File: src/rtl/mux4_arb_pkg.sv
// Shared types and the round-robin pick helper
// for the four-way mux4 arbiter.
package mux4_arb_pkg;

  typedef enum logic {IDLE, BUSY} arb_state_t;

  localparam int NREQ = 4;

  // Returns {found, idx}: first set bit of req
  // searching upward from ptr, wrapping 3 -> 0.
  function automatic logic [2:0] rr_pick(
    input logic [3:0] req,
    input logic [1:0] ptr
  );
    logic [2:0] r;
    logic [1:0] idx;
    r = 3'b000;
    // Walk from the farthest offset down so the
    // nearest set bit is the one that sticks.
    for (int k = NREQ - 1; k >= 0; k--) begin
      idx = ptr + 2'(k);
      if (req[idx]) r = {1'b1, idx};
    end
    return r;
  endfunction

endpackage

File: src/rtl/mux4.sv
// 4-bit 4:1 data multiplexer.
// Ports: d0..d3 data in, s select, y = d[s].
module mux4 (
  input  logic [3:0] d0,
  input  logic [3:0] d1,
  input  logic [3:0] d2,
  input  logic [3:0] d3,
  input  logic [1:0] s,
  output logic [3:0] y
);

  always_comb begin
    y = d0;
    unique case (s)
      2'd0: y = d0;
      2'd1: y = d1;
      2'd2: y = d2;
      2'd3: y = d3;
      default: y = d0;
    endcase
  end

endmodule

File: src/rtl/rr_pick4.sv
// Combinational round-robin picker over four requests.
// Ports: req, ptr (highest priority) -> found, idx.
module rr_pick4
  import mux4_arb_pkg::*;
(
  input  logic [3:0] req,
  input  logic [1:0] ptr,
  output logic       found,
  output logic [1:0] idx
);

  logic [2:0] w_pick;

  assign w_pick = rr_pick(req, ptr);
  assign found  = w_pick[2];
  assign idx    = w_pick[1:0];

endmodule

File: src/rtl/mux4_rr_arbiter.sv
// Packet-locked round-robin arbiter sharing one mux4
// between four requesters on a valid/ready channel.
// Ports: clk, reset_n (sync, low), req/last/d0..d3 in,
//   out_ready in; out_valid/out_data/out_last out,
//   gnt (one-hot), sel (binary), ack (one-hot) out.
module mux4_rr_arbiter
  import mux4_arb_pkg::*;
(
  input  logic       clk,
  input  logic       reset_n,
  input  logic [3:0] req,
  input  logic [3:0] last,
  input  logic [3:0] d0,
  input  logic [3:0] d1,
  input  logic [3:0] d2,
  input  logic [3:0] d3,
  input  logic       out_ready,
  output logic       out_valid,
  output logic [3:0] out_data,
  output logic       out_last,
  output logic [3:0] gnt,
  output logic [1:0] sel,
  output logic [3:0] ack
);

  arb_state_t r_state;
  logic [1:0] r_ptr;
  logic [1:0] r_sel;
  logic [3:0] r_gnt;

  logic       w_busy;
  logic       w_acc;
  logic       w_done;
  logic [1:0] w_pptr;
  logic       w_found;
  logic [1:0] w_idx;
  logic [3:0] w_onehot;

  assign w_busy    = (r_state == BUSY);
  assign out_valid = w_busy & req[r_sel];
  assign out_last  = w_busy & last[r_sel];
  assign w_acc     = out_valid & out_ready;
  assign w_done    = w_acc & out_last;
  assign ack       = w_acc ? (4'b0001 << r_sel)
                           : 4'b0000;

  // While busy the only pick that matters is the
  // hand-off after a last beat, which starts just
  // past the current owner.
  assign w_pptr = w_busy ? r_sel + 2'd1 : r_ptr;

  rr_pick4 u_pick (
    .req   (req),
    .ptr   (w_pptr),
    .found (w_found),
    .idx   (w_idx)
  );

  assign w_onehot = 4'b0001 << w_idx;

  mux4 u_mux (
    .d0 (d0),
    .d1 (d1),
    .d2 (d2),
    .d3 (d3),
    .s  (r_sel),
    .y  (out_data)
  );

  always_ff @(posedge clk) begin
    if (!reset_n) begin
      r_state <= IDLE;
      r_ptr   <= 2'd0;
      r_sel   <= 2'd0;
      r_gnt   <= 4'b0000;
    end else begin
      unique case (r_state)
        IDLE: begin
          if (w_found) begin
            r_gnt   <= w_onehot;
            r_sel   <= w_idx;
            r_state <= BUSY;
          end
        end
        BUSY: begin
          if (w_done) begin
            r_ptr <= r_sel + 2'd1;
            if (w_found) begin
              r_gnt <= w_onehot;
              r_sel <= w_idx;
            end else begin
              r_gnt   <= 4'b0000;
              r_state <= IDLE;
            end
          end
        end
        default: r_state <= IDLE;
      endcase
    end
  end

  assign gnt = r_gnt;
  assign sel = r_sel;

endmodule

File: config.mk
export PLATFORM = sky130hd
export DESIGN_NAME = mux4_rr_arbiter
export DESIGN_NICKNAME = d
export VERILOG_FILES = /design/src/rtl/mux4_arb_pkg.sv /design/src/rtl/mux4.sv /design/src/rtl/rr_pick4.sv /design/src/rtl/mux4_rr_arbiter.sv
export SDC_FILE = /design/constraint.sdc
export NUM_CORES = 1
export LEC_CHECK = 0
export BUFFER_PORTS_ARGS = -buffer_cell sky130_fd_sc_hd__buf_2
export CAP_MARGIN = 10
export CORE_MARGIN = 2
export CORE_UTILIZATION = 48
export CTS_CLUSTER_SIZE = 12
export DETAILED_ROUTE_END_ITERATION = 12
export PLACE_DENSITY = 0.84
export SETUP_SLACK_MARGIN = 0.15
export SLEW_MARGIN = 40
export SYNTH_ARGS = -nofsm -noshare
export SYNTH_HDL_FRONTEND = slang
export SYNTH_SLANG_ARGS = --single-unit
File: constraint.sdc
create_clock -name clk -period 4 [get_ports clk]
set_input_delay 0.6 -clock clk [delete_from_list [all_inputs] [get_ports clk]]
set_output_delay 0.6 -clock clk [all_outputs]
set_load 0.005 [all_outputs]
==> results of run 1 <==
## cell type report
type / instances / area [um^2] / share of cell area [%]
clock buffers: 4 / 26.3 / 2.47
flip-flops and latches: 9 / 180 / 16.9
multi-input cells: 77 / 592 / 55.6
well taps: 17 / 21.3 / 2.00
inverters: 9 / 33.8 / 3.18
repair buffers: 42 / 210 / 19.8
## cell usage after synthesis (3+ instances only)
cell,instances
and3_1,4
ha_1,5
a21oi_1,3
inv_1,9
nand3_1,3
a222oi_1,4
dfxtp_1,9
mux2i_1,14
clkbuf_1,4
nand2_1,10
nor2_1,5
o21ai_0,4
## worst max-delay path, cell delays in order (launching register included)
cell	delay (ps)
dfxtp_1	540
inv_1	160
ha_1	290
a222oi_1	340
mux2i_1	150
buf_2	150
## path summary, 6_finish.rpt
check | to | cells after the start | slack (ps)
worst min-delay path | gnt[3] | 2 | 460
worst min register to register | gnt[3] | 2 | 460
worst max register to register | sel[0] | 7 | 1560
worst max-delay path | out_data[1] | 5 | 1500
## state kept, by name (all words and copies together), names as in the netlist
register / cells
gnt: 4
r_ptr: 2
sel: 2
r_state: 1
## logic make-up (layout without fill, tap and decap cells)
group	count (synthesis)	in the layout	synth area share [%]
AO/OA/AOI/OAI	23	23	20.6
adder cells (fa/ha/maj)	5	5	7.36
buffers and inverters	17	55	9.13
flip-flops	9	9	21.2
multiplexers	17	17	21.8
AND/OR/NAND/NOR	32	32	19.9
## power groups by stage
stage / sequential, mW / combinational [mW] / clock (mW)
2_1_floorplan: 0.104 / 0.0791 / 0
3_3_place_gp: 0.107 / 0.109 / 0
4_1_cts: 0.105 / 0.114 / 0.0748
5_1_grt: 0.107 / 0.126 / 0.0795
6_report: 0.105 / 0.115 / 0.0734
3_5_place_dp: 0.107 / 0.114 / 0
## layer usage
layer | part of all wire, % | up-vias | GRT usage, %
met2 | 50 | 55 | 43.1
met4 | 1.5 | 0 | 13.7
met3 | 8.2 | 5 | 2.35
li1 | - | 452 | -
met1 | 40 | 419 | 22.6
met5 | 0 | - | 0
## metrics by stage
| stage | cells | instance area, um^2 | total power, mW | setup WS, ps |
|---|---|---|---|---|
| 2_1_floorplan | 103 | 850 | 0.183 | 2010 |
| 3_3_place_gp | 154 | 1040 | 0.216 | 1790 |
| 3_5_place_dp | 154 | 1040 | 0.221 | 1610 |
| 4_1_cts | 158 | 1060 | 0.294 | 1510 |
| 5_1_grt | 158 | 1060 | 0.312 | 1370 |
| 6_report | 158 | 1060 | 0.294 | 1500 |
==> impl_metrics.toml, run 1 <==
[clocking]
clk_root_buffer_cell = "clkbuf_4"
clock_latency_ps = 270
post-cts-setup-buffers = 0
cts_tree = "yes"
post_cts_resized = 0
cts_made_buffers = 3
postCtsHoldBufs = 0
path_clk_slew_ps = 60
h-tree-depth = 1
cts.sinks = 9
clockBufferDepth = 2

[yosys]
synth-seq-area-share_pct = 21.2
yosys.area.top_type_share_pct = 21.2
syn_inst = 103
ys_types = 36
synth_edf_count = 0
yosysTopAreaCell = "dfxtp_1"
synth_area_um2 = 850
synth_ff_type = "dfxtp_1"
async_reset_ff_share_pct = 0
syn-num-nets = 135
synth.ff_latch_count = 9
synth_top_cells_by_area = "dfxtp_1 (21%), mux2i_1 (16%), ha_1 (7.4%)"
yosys_warnings = 0
synth.avg_cell_area_um2 = 8.25

[routing]
via_per_inst = 5.89
vias = 931
drc = 0
wl_per_cell_um = 14.8
drt_iter0_drc = 40
detail_route.wirelength_um = 2340
drt_pre_antenna_iters = 4
ant_nets = 0

[power_and_ir_drop]
p_leak_nw = 0.577
switching_share_pct = 35.1
comb_power_share_pct = 39.1
p_per_area_mw_per_mm2 = 276
internal_power_mw = 0.190
irDropWorstVdd_mv = 0.164
seqPwrFrac_pct = 35.9
p_sw_mw = 0.103
clkPwrFrac_pct = 25.0

[timing]
final-hold-violation-count = 0
final_max_slew_viol_count = 0
rsz0062_at_grt = "no"
relSlewSlack_pct = 58.4
worst_slew_pin_slew_ps = 607
skew_ps = 2.02
setup_viol = 0
whs_ps = 455
tns_ps = 0
min_period_ps = 2500
fin_crit_sh_pct = 62.5
max_freq_ghz = 0.400

[layout]
num_antenna_cells = 0
nNetsFinal = 174
mostFrequentLayoutCell = "buf_2"
final_util_pct = 63.0
layout_common_cells = "buf_2 (42), mux2i_1 (14), nand2_1 (10), inv_1 (9), dfxtp_1 (9)"
area_growth_pct = 25.2
fillerInstances = 151
drive_above_1_share_pct = 37.6

[placed_design]
numPortBuffers = 42
gp_congestion = 0.834
hpwl_um = 1810

[outcome]
status = "completed"

[critical_path]
crit_fanout = 11
cp-start-kind = "register"
rr_startpoint = "sel[0]"
critPathLaunch = "sel[0]"
cp.required_ps = 3400
cp-end-kind = "primary output"
arrival_ps = 1900
critPathKind = "register to primary output"

[flow_run]
cap_viol_max_count = 0

[floorplanning]
ios = 43
start_util_pct = 50.3
core_mm2 = 0.00169
fp.dieArea_mm2 = 0.00212
rows = 15
die_x_um = 46.1
die_h_um = 46.1

[global_route]
grt-ovfl-total = 0
grt_pass1_vias = 844
grt_usage_pct = 22.5
grt_max_degree = 13
antenna_found_initial = 0
grt_pass1_wl_um = 3420

[hold_path]
hp-class = "register to register"
hp-start = "gnt[3]"
Power figures use the tool's default switching activity.
==> inputs of run 2 (changes only) <==
--- a/config.mk
+++ b/config.mk
@@ -8,10 +8,10 @@
 export BUFFER_PORTS_ARGS = -buffer_cell sky130_fd_sc_hd__buf_2
 export CAP_MARGIN = 10
 export CORE_MARGIN = 2
-export CORE_UTILIZATION = 48
+export CORE_UTILIZATION = 40
 export CTS_CLUSTER_SIZE = 12
 export DETAILED_ROUTE_END_ITERATION = 12
-export PLACE_DENSITY = 0.84
+export PLACE_DENSITY = 0.74
 export SETUP_SLACK_MARGIN = 0.15
 export SLEW_MARGIN = 40
 export SYNTH_ARGS = -nofsm -noshare
==> constraint.sdc (replaced) <==
create_clock -name clk -period 2.1 [get_ports clk]
set_input_delay 0.315 -clock clk [delete_from_list [all_inputs] [get_ports clk]]
set_output_delay 0.315 -clock clk [all_outputs]
set_load 0.005 [all_outputs]
==> run 2 against run 1 <==
Against the previous run: first-iteration DRC count is 35% lower; setup slack worse by 1300 ps; final cell count rose by 8.9%; core utilization fell by 5.4 points; count of clock-buffer cells in the layout is the same; non-clock buffer count up 4; critical path depth shrank 1; flip-flop and latch count is the same; final area up 7.3%; sequential share of layout area is 1.0 points lower; power rose by 99%; register-to-register slack got worse by 1300 ps.
==> impl_metrics.toml, run 2 (synthesis results as in run 1) <==
[clocking]
clock_latency_ps = 260
postCtsHoldBufs = 0
cts_made_buffers = 3
cts.sinks = 9
path_clk_slew_ps = 60
clk_root_buffer_cell = "clkbuf_4"
clockBufferDepth = 2
cts_tree = "yes"
h-tree-depth = 1

[routing]
ant_nets = 0
wl_met3_um = 133
via_per_inst = 5.42
dr.max_layer_used = "met4"
met1_length_um = 957
drt_iter0_drc = 26
detail_route.wirelength_um = 2240
vias = 933
drc = 0
dr_wl_met2_um = 1140
drt_pre_antenna_iters = 4
wl_per_cell_um = 13.0

[global_route]
grt_usage_pct = 18.4
grt_pass1_vias = 863
grt-ovfl-total = 0
antenna_found_initial = 0
grt_max_degree = 13
grt_pass1_wl_um = 3580

[floorplanning]
core_mm2 = 0.00198
rows = 16
die_x_um = 50.1
start_util_pct = 42.9
die_h_um = 50.1
ios = 43
fp.dieArea_mm2 = 0.00251

[timing]
skew_ps = 0.647
worst_slew_pin_slew_ps = 604
setup_viol = 0
rsz0062_at_grt = "no"
fin_crit_sh_pct = 89.9
relSlewSlack_pct = 59.4
min_period_ps = 1890
final-hold-violation-count = 0
final_max_slew_viol_count = 0
whs_ps = 398
tns_ps = 0
max_freq_ghz = 0.530

[placed_design]
hpwl_um = 1770
placed_area_mm2 = 0.00107
numPortBuffers = 42
gp_congestion = 0.847

[critical_path]
worst-path-buf-inv = 2
arrival_ps = 1570
critPathLaunch = "sel[0]"
cp-start-kind = "register"
critPathKind = "register to primary output"
cp-end-kind = "primary output"
rr_startpoint = "sel[0]"
cp_cell_sequence = "buf_6 -> mux4_2 -> and2_2 -> buf_2"
cp.required_ps = 1780
slowest_delay_ps = 520
critPathSlowestCell = "mux4_2"
crit_fanout = 10
crit_family = "multiplexers"

[layout]
seq_area_um2 = 181
layout_common_cells = "buf_2 (42), mux2i_1 (13), nand2_1 (10), inv_1 (9), dfxtp_1 (8)"
nNetsFinal = 178
drive_above_1_share_pct = 41.4
num_antenna_cells = 0
fin_area_mm2 = 0.00114
largest_reg_flops = 4
multiInputGateArea_um2 = 618
mostFrequentLayoutCell = "buf_2"
fillerInstances = 197
area_growth_pct = 34.3

[flow_run]
cap_viol_max_count = 0

[power_and_ir_drop]
p_per_area_mw_per_mm2 = 511
irDropWorstVdd_mv = 0.308
p_total_mw = 0.583
switching_share_pct = 34.4
internal_power_mw = 0.382
comb_power_share_pct = 42.9
clkPwrFrac_pct = 23.9
p_leak_nw = 0.608
p_sw_mw = 0.200
seqPwrFrac_pct = 33.2

[hold_path]
hp-class = "input pin to register"
hp-start = "reset_n"

[outcome]
status = "completed"
-- run 2: path summary, 6_finish.rpt --
path	depth (start not counted)	endpoint	slack, ps
worst max register to register	8	sel[0]	310
worst min register to register	2	gnt[3]	460
worst max-delay path	4	out_last	210
worst min-delay path	3	sel[0]	400
-- run 2: power by group through the flow --
stage          clock network (mW)  logic [mW]  registers [mW]
2_1_floorplan                   0       0.151           0.198
3_3_place_gp                    0       0.225           0.195
3_5_place_dp                    0       0.233           0.196
4_1_cts                     0.139       0.240           0.192
5_1_grt                     0.148       0.275           0.195
6_report                    0.139       0.250           0.194
-- run 2: tightest hold or removal path, stage by stage --
cell	delay, ps
buf_2	170
nand2_1	80
mux2i_1	50
-- run 2: timing repair --
action | CTS | global route
setup endpoints to repair | 5 | 6
gates resized for setup | 1 | 6
buffers inserted | 1 | 0
-- run 2: cell type report --
class,instances,area share [%]
multi-input combinational,77,54.2
timing repair buffer,46,21.7
sequential,9,15.9
inverter,9,2.96
tap,27,2.96
clock buffer,4,2.30
-- run 2: through the flow --
| stage | setup slack (ps) | util (%) | std cells |
|---|---|---|---|
| floorplan | 164 | - | 103 |
| global placement | 410 | 54.1 | 167 |
| detailed placement | 345 | 54.1 | 167 |
| CTS | 161 | 56.1 | 172 |
| global route | 154 | 57.6 | 172 |
| finish | 212 | 57.6 | 172 |
-- run 2: layer usage --
metal	vias up	GRT usage, %
li1	461	-
met1	440	21.2
met2	30	32.2
met3	2	6.06
met4	0	4.63
met5	-	0
